File: src/rtl/score_pkg.sv
// Shared types and helpers for the score keeper.
// Provides the BCD digit type, blank segment code and 7-seg decode.
package score_pkg;

  typedef logic [3:0] bcd_t;

  localparam logic [7:0] SEG_BLANK = 8'hFF;

  // Active-low {g,f,e,d,c,b,a}; codes above 9 render blank.
  function automatic logic [6:0] seg7_decode(input bcd_t b);
    logic [6:0] s;
    case (b)
      4'd0:    s = 7'h40;
      4'd1:    s = 7'h79;
      4'd2:    s = 7'h24;
      4'd3:    s = 7'h30;
      4'd4:    s = 7'h19;
      4'd5:    s = 7'h12;
      4'd6:    s = 7'h02;
      4'd7:    s = 7'h78;
      4'd8:    s = 7'h00;
      4'd9:    s = 7'h10;
      default: s = 7'h7F;
    endcase
    return s;
  endfunction

endpackage

File: src/rtl/seg7_scan.sv
// Time-multiplexed 7-seg scanner with optional leading-zero blanking.
// In: clk, rstn, value_i (packed BCD). Out: an_o (active-low), seg_o.
module seg7_scan
  import score_pkg::*;
#(
  parameter int DIGITS     = 4,
  parameter int SCAN_DIV   = 17,
  parameter int BLANK_LEAD = 1
) (
  input  logic                  clk,
  input  logic                  rstn,
  input  logic [4*DIGITS-1:0]   value_i,
  output logic [DIGITS-1:0]     an_o,
  output logic [7:0]            seg_o
);

  localparam int IW = (DIGITS > 1) ? $clog2(DIGITS) : 1;

  logic [SCAN_DIV-1:0] cnt_q;
  logic [IW-1:0]       idx_q, idx_d;
  logic [DIGITS-1:0]   an_q, an_d;
  logic [7:0]          seg_q, seg_d;
  logic [DIGITS-1:0]   lit;
  logic                nz;
  bcd_t                sel;

  always_comb begin
    idx_d = idx_q;
    if (&cnt_q) begin
      idx_d = (idx_q == IW'(DIGITS - 1)) ? '0 : idx_q + 1'b1;
    end
  end

  // A digit stays lit if it or any higher digit is non-zero.
  always_comb begin
    nz  = 1'b0;
    lit = '1;
    for (int i = DIGITS - 1; i >= 0; i--) begin
      nz     = nz | (value_i[4*i +: 4] != 4'd0);
      lit[i] = (BLANK_LEAD == 0) || nz || (i == 0);
    end
  end

  always_comb begin
    sel   = value_i[4*idx_q +: 4];
    an_d  = ~(DIGITS'(1) << idx_q);
    seg_d = lit[idx_q] ? {1'b1, seg7_decode(sel)} : SEG_BLANK;
  end

  always_ff @(posedge clk) begin
    if (!rstn) begin
      cnt_q <= '0;
      idx_q <= '0;
      an_q  <= '1;
      seg_q <= SEG_BLANK;
    end else begin
      cnt_q <= cnt_q + 1'b1;
      idx_q <= idx_d;
      an_q  <= an_d;
      seg_q <= seg_d;
    end
  end

  assign an_o  = an_q;
  assign seg_o = seg_q;

endmodule

File: src/rtl/score_keeper.sv
// BCD score counter with session high score and 7-seg display drive.
// In: clk, rstn, tick, run, clear, show_hi. Out: score/hi BCD, flags, AN, Segment.
module score_keeper
  import score_pkg::*;
#(
  parameter int DIGITS     = 4,
  parameter int SCAN_DIV   = 17,
  parameter int BLANK_LEAD = 1
) (
  input  logic                clk,
  input  logic                rstn,
  input  logic                tick,
  input  logic                run,
  input  logic                clear,
  input  logic                show_hi,
  output logic [4*DIGITS-1:0] score_bcd,
  output logic [4*DIGITS-1:0] hi_bcd,
  output logic                new_hi,
  output logic                sat,
  output logic [DIGITS-1:0]   AN,
  output logic [7:0]          Segment
);

  localparam logic [4*DIGITS-1:0] ALL9 = {DIGITS{4'h9}};

  logic [4*DIGITS-1:0] score_q, score_d;
  logic [4*DIGITS-1:0] hi_q, hi_d;
  logic [4*DIGITS-1:0] score_inc;
  logic                new_hi_q, new_hi_d;
  logic                sat_w, acc, carry;

  assign sat_w = (score_q == ALL9);
  assign acc   = tick & run & ~sat_w;

  // Ripple BCD increment.
  always_comb begin
    carry     = 1'b1;
    score_inc = score_q;
    for (int i = 0; i < DIGITS; i++) begin
      if (carry) begin
        if (score_q[4*i +: 4] == 4'd9) begin
          score_inc[4*i +: 4] = 4'd0;
        end else begin
          score_inc[4*i +: 4] = score_q[4*i +: 4] + 4'd1;
          carry               = 1'b0;
        end
      end
    end
  end

  // Hi tracks score once caught up, so it just takes the same value.
  always_comb begin
    score_d  = score_q;
    hi_d     = hi_q;
    new_hi_d = new_hi_q;
    if (clear) begin
      score_d  = '0;
      new_hi_d = 1'b0;
    end else if (acc) begin
      score_d = score_inc;
      if (score_q == hi_q) begin
        hi_d     = score_inc;
        new_hi_d = 1'b1;
      end
    end
  end

  always_ff @(posedge clk) begin
    if (!rstn) begin
      score_q  <= '0;
      hi_q     <= '0;
      new_hi_q <= 1'b0;
    end else begin
      score_q  <= score_d;
      hi_q     <= hi_d;
      new_hi_q <= new_hi_d;
    end
  end

  seg7_scan #(
    .DIGITS    (DIGITS),
    .SCAN_DIV  (SCAN_DIV),
    .BLANK_LEAD(BLANK_LEAD)
  ) u_scan (
    .clk    (clk),
    .rstn   (rstn),
    .value_i(show_hi ? hi_q : score_q),
    .an_o   (AN),
    .seg_o  (Segment)
  );

  assign score_bcd = score_q;
  assign hi_bcd    = hi_q;
  assign new_hi    = new_hi_q;
  assign sat       = sat_w;

endmodule

File: config.mk
export PLATFORM = sky130hd
export DESIGN_NAME = score_keeper
export DESIGN_NICKNAME = d
export VERILOG_FILES = /design/src/rtl/score_pkg.sv /design/src/rtl/seg7_scan.sv /design/src/rtl/score_keeper.sv
export SDC_FILE = /design/constraint.sdc
export NUM_CORES = 1
export LEC_CHECK = 0
export ABC_AREA = 1
export CAP_MARGIN = 20
export CORE_MARGIN = 5
export CORE_UTILIZATION = 51
export CTS_BUF_LIST = sky130_fd_sc_hd__clkbuf_8
export DETAILED_ROUTE_END_ITERATION = 10
export GPL_TIMING_DRIVEN = 0
export PLACE_DENSITY_LB_ADDON = 0.08
export SYNTH_ARGS = -nofsm -noshare
export SYNTH_HDL_FRONTEND = slang
export SYNTH_SLANG_ARGS = --single-unit
File: constraint.sdc
create_clock -name clk -period 3.55 [get_ports clk]
set_input_delay 0.71 -clock clk [delete_from_list [all_inputs] [get_ports clk]]
set_output_delay 0.71 -clock clk [all_outputs]
set_load 0.01 [all_outputs]
==> impl_metrics.xml <==
<?xml version="1.0" encoding="UTF-8"?>
<metrics>
  <group name="grt">
    <metric name="grt_first_pass_wirelength" unit="mm">16.4</metric>
    <metric name="gr-total-overflow" unit="">0</metric>
    <metric name="number_of_global_route_vias_before_repair" unit="">3510</metric>
    <metric name="pin_count_of_the_biggest_net_entering_global_routing" unit="">13</metric>
    <metric name="groute.usage.overall" unit="%">23.1</metric>
    <metric name="antenna_found_initial" unit="">0</metric>
  </group>
  <group name="drt">
    <metric name="detail_route.drc_violations" unit="">0</metric>
    <metric name="detail_route.first_pass.iterations" unit="">5</metric>
    <metric name="drt_iter0_markers" unit="">230</metric>
    <metric name="ant_nets" unit="">0</metric>
    <metric name="drt-wirelength-per-cell" unit="µm">13.4</metric>
    <metric name="totalWireLength" unit="mm">9.91</metric>
    <metric name="vias_per_cell" unit="">5.06</metric>
    <metric name="via_count" unit="">3755</metric>
  </group>
  <group name="clocking">
    <metric name="resized_gates_after_cts" unit="">0</metric>
    <metric name="clk_root_buf" unit="">clkbuf_8</metric>
    <metric name="htree_levels" unit="">3</metric>
    <metric name="cts_made_buffers" unit="">9</metric>
    <metric name="tritoncts" unit="">built</metric>
    <metric name="cts-root-to-sink-buffers" unit="">2</metric>
    <metric name="worst_setup_hold_path_clk_slew" unit="ns">0.08</metric>
    <metric name="worstSkewPairLatency" unit="ns">0.36</metric>
    <metric name="holdBufCountCts" unit="">0</metric>
    <metric name="cts.sinks" unit="">63</metric>
    <metric name="post_cts_buffers" unit="">0</metric>
  </group>
  <group name="logic_synthesis">
    <metric name="seq_cells_post_synth" unit="">63</metric>
    <metric name="synth_warnings" unit="">0</metric>
    <metric name="post_synthesis_adder_cell_area_fraction" unit="%">3.64</metric>
    <metric name="post_synth_most_frequent_cells" unit="">nand2_1 (153), nor2_1 (82), dfxtp_1 (63)</metric>
    <metric name="synth.top_cell.area_share" unit="%">33.3</metric>
    <metric name="syn_avg_cell_area" unit="µm²">6.55</metric>
    <metric name="synth.yosys.seq_area_share" unit="%">33.3</metric>
    <metric name="ys_async_sr_fraction" unit="%">0</metric>
    <metric name="yosys_most_used_dff" unit="">dfxtp_1</metric>
    <metric name="synth_compound_area_share" unit="%">12.3</metric>
    <metric name="yosysUniqueCellTypes" unit="">36</metric>
    <metric name="yosys-top-cells-area" unit="">dfxtp_1 (33%), nand2_1 (15%), nor2_1 (8.1%)</metric>
    <metric name="synth_simple_gate_area_share" unit="%">34.7</metric>
    <metric name="cell_taking_the_most_area_after_synthesis" unit="">dfxtp_1</metric>
    <metric name="syn_inst" unit="">578</metric>
    <metric name="synth_most_common_cell" unit="">nand2_1</metric>
    <metric name="dominant_combinational_cell_family_by_area_after_synthesis" unit="">simple AND/OR/NAND/NOR gates</metric>
    <metric name="synth_area" unit="µm²">3780</metric>
    <metric name="synth-xor-area-share" unit="%">5.56</metric>
    <metric name="number_of_synthesized_flops_with_an_enable_pin" unit="">0</metric>
    <metric name="post_synth_mux_area_share" unit="%">0</metric>
    <metric name="synth.net_count" unit="">595</metric>
  </group>
  <group name="layout">
    <metric name="area_delta_synth_final" unit="%">21.9</metric>
    <metric name="layout-drive-gt1-share" unit="%">10.7</metric>
    <metric name="finish.net_count" unit="">655</metric>
    <metric name="antenna_cells" unit="">0</metric>
  </group>
  <group name="placement">
    <metric name="place.detailed.hpwl" unit="mm">7.43</metric>
    <metric name="finalWeightedCongestion" unit="">0.925</metric>
    <metric name="post-place-ws" unit="ns">0.840</metric>
    <metric name="io_buffers" unit="">49</metric>
  </group>
  <group name="power_and_ir_drop">
    <metric name="vdd_ir_max" unit="mV">0.334</metric>
    <metric name="p_leak" unit="nW">2.01</metric>
    <metric name="power_per_cell_area" unit="nW/µm²">383</metric>
  </group>
  <group name="floorplanning">
    <metric name="die_area" unit="µm²">9240</metric>
    <metric name="core_region_area" unit="µm²">7250</metric>
    <metric name="die_x" unit="µm">96.1</metric>
    <metric name="rows" unit="">31</metric>
    <metric name="die-height" unit="µm">96.1</metric>
    <metric name="num_io_pins" unit="">52</metric>
    <metric name="initial_core_util" unit="%">52.2</metric>
  </group>
  <group name="critical_path">
    <metric name="critPathArrivalTime" unit="ns">2.10</metric>
    <metric name="critical_path_class" unit="">reg2out</metric>
    <metric name="worstPathRequired" unit="ns">2.84</metric>
    <metric name="crit_path_max_fanout" unit="">9</metric>
    <metric name="end_kind" unit="">primary output</metric>
    <metric name="startpoint_type" unit="">register</metric>
  </group>
  <group name="timing">
    <metric name="timing.final.hold_violations" unit="">0</metric>
    <metric name="finalCriticalPeriod" unit="ns">2.81</metric>
    <metric name="clock-skew-final" unit="ns">0.0108</metric>
    <metric name="rsz0062_at_grt" unit="">false</metric>
    <metric name="tightestPinTransition" unit="ns">0.688</metric>
    <metric name="report.final.setup_viol" unit="">0</metric>
    <metric name="slew_headroom" unit="%">54.1</metric>
    <metric name="fmax" unit="GHz">0.356</metric>
    <metric name="timing.final.crit_share" unit="%">79.2</metric>
    <metric name="timing.final.max_slew_violations" unit="">0</metric>
    <metric name="post-route-worst-setup-slack" unit="ns">0.738</metric>
    <metric name="setup_tns" unit="ns">0</metric>
  </group>
  <group name="min_path">
    <metric name="worstHoldPathType" unit="">reg2reg</metric>
  </group>
  <group name="run_status">
    <metric name="outcome" unit="">completed</metric>
  </group>
  <group name="job">
    <metric name="max_cap_viol_count" unit="">0</metric>
  </group>
</metrics>
## report_power, final
group | switching [mW] | total (mW) | internal, mW
Combinational | 0.195 | 0.331 | 0.136
Sequential | 0.0294 | 0.764 | 0.735
Clock | 0.307 | 0.674 | 0.367
## final cells by class
type	count	area [µm²]
well taps	99	124
fillers	721	2640
inverters	69	262
multi-input cells	426	2130
clock buffers	11	151
plain buffers	20	130
flip-flops and latches	63	1260
repair buffers	49	490
clock inverters	5	62.6
## flip-flops by register name, indices dropped and copies added (netlist names)
name	cells
u_scan.seg_o	7
score_bcd	16
u_scan.cnt_q	17
hi_bcd	16
u_scan.an_o	4
new_hi	1
u_scan.idx_q	2
## metrics by stage
step	hold WS, ns	area, µm²	total power, mW	cells	utilization [%]
2_1_floorplan	0.418	3780	0.993	578	-
3_3_place_gp	0.426	4400	1.10	726	60.6
3_5_place_dp	0.451	4400	1.11	726	60.6
4_1_cts	0.463	4610	1.77	742	63.6
5_1_grt	0.495	4610	1.85	742	63.6
6_report	0.462	4610	1.77	742	63.6
## path summary, 6_finish.rpt
path,start,endpoint,slack [ns],cells past startpoint
max reg2reg,u_scan.cnt_q[0],u_scan.idx_q[0],1.38,14
min,u_scan.cnt_q[0],u_scan.cnt_q[0],0.46,1
min reg2reg,u_scan.cnt_q[0],u_scan.cnt_q[0],0.46,1
max,score_bcd[0],sat,0.74,8
## critical path, stage by stage (launching register included)
cell,delay (ns)
dfxtp_1,0.33
buf_4,0.19
inv_2,0.07
nor2_4,0.11
nand2_4,0.10
nor2_8,0.18
nand2_1,0.13
nor2_1,0.10
clkdlybuf4s50_1,0.54
## logic make-up after synthesis
group | after synthesis
XOR/XNOR | 24
buffers and inverters | 89
other | 1
AO/OA/AOI/OAI | 90
flip-flops | 63
AND/OR/NAND/NOR | 300
adder cells (fa/ha/maj) | 11
## cells in the final DEF, fill, tap and decap left out, types with 2 or more instances in the layout
cell             instances
a31oi_1                  2
clkdlybuf4s50_1         49
buf_4                    6
nand4_1                  3
xnor2_1                 10
nor2_4                   3
inv_1                   59
dfxtp_1                 63
nor2_1                  82
nor3_1                   5
nand3_1                 29
o21ai_0                 47
xor2_1                  14
nand2_1                153
nand2_2                  5
inv_2                    9
nand3_2                  7
o21ai_1                  2
a21oi_1                 35
buf_6                    3
clkinvlp_4               2
nor2_2                   6
clkbuf_1                 3
nand2_4                  2
buf_2                    7
ha_1                    11
clkbuf_8                11
inv_6                    2
## routing by layer
layer	vias up	part of all wire, %	global-route usage (%)
li1	1923	-	-
met1	1688	45	30.5
met2	127	45	36.8
met3	17	7.8	4.07
met4	0	1.8	9.60
met5	-	0	0
No activity file was read; power rests on OpenSTA's default activity.
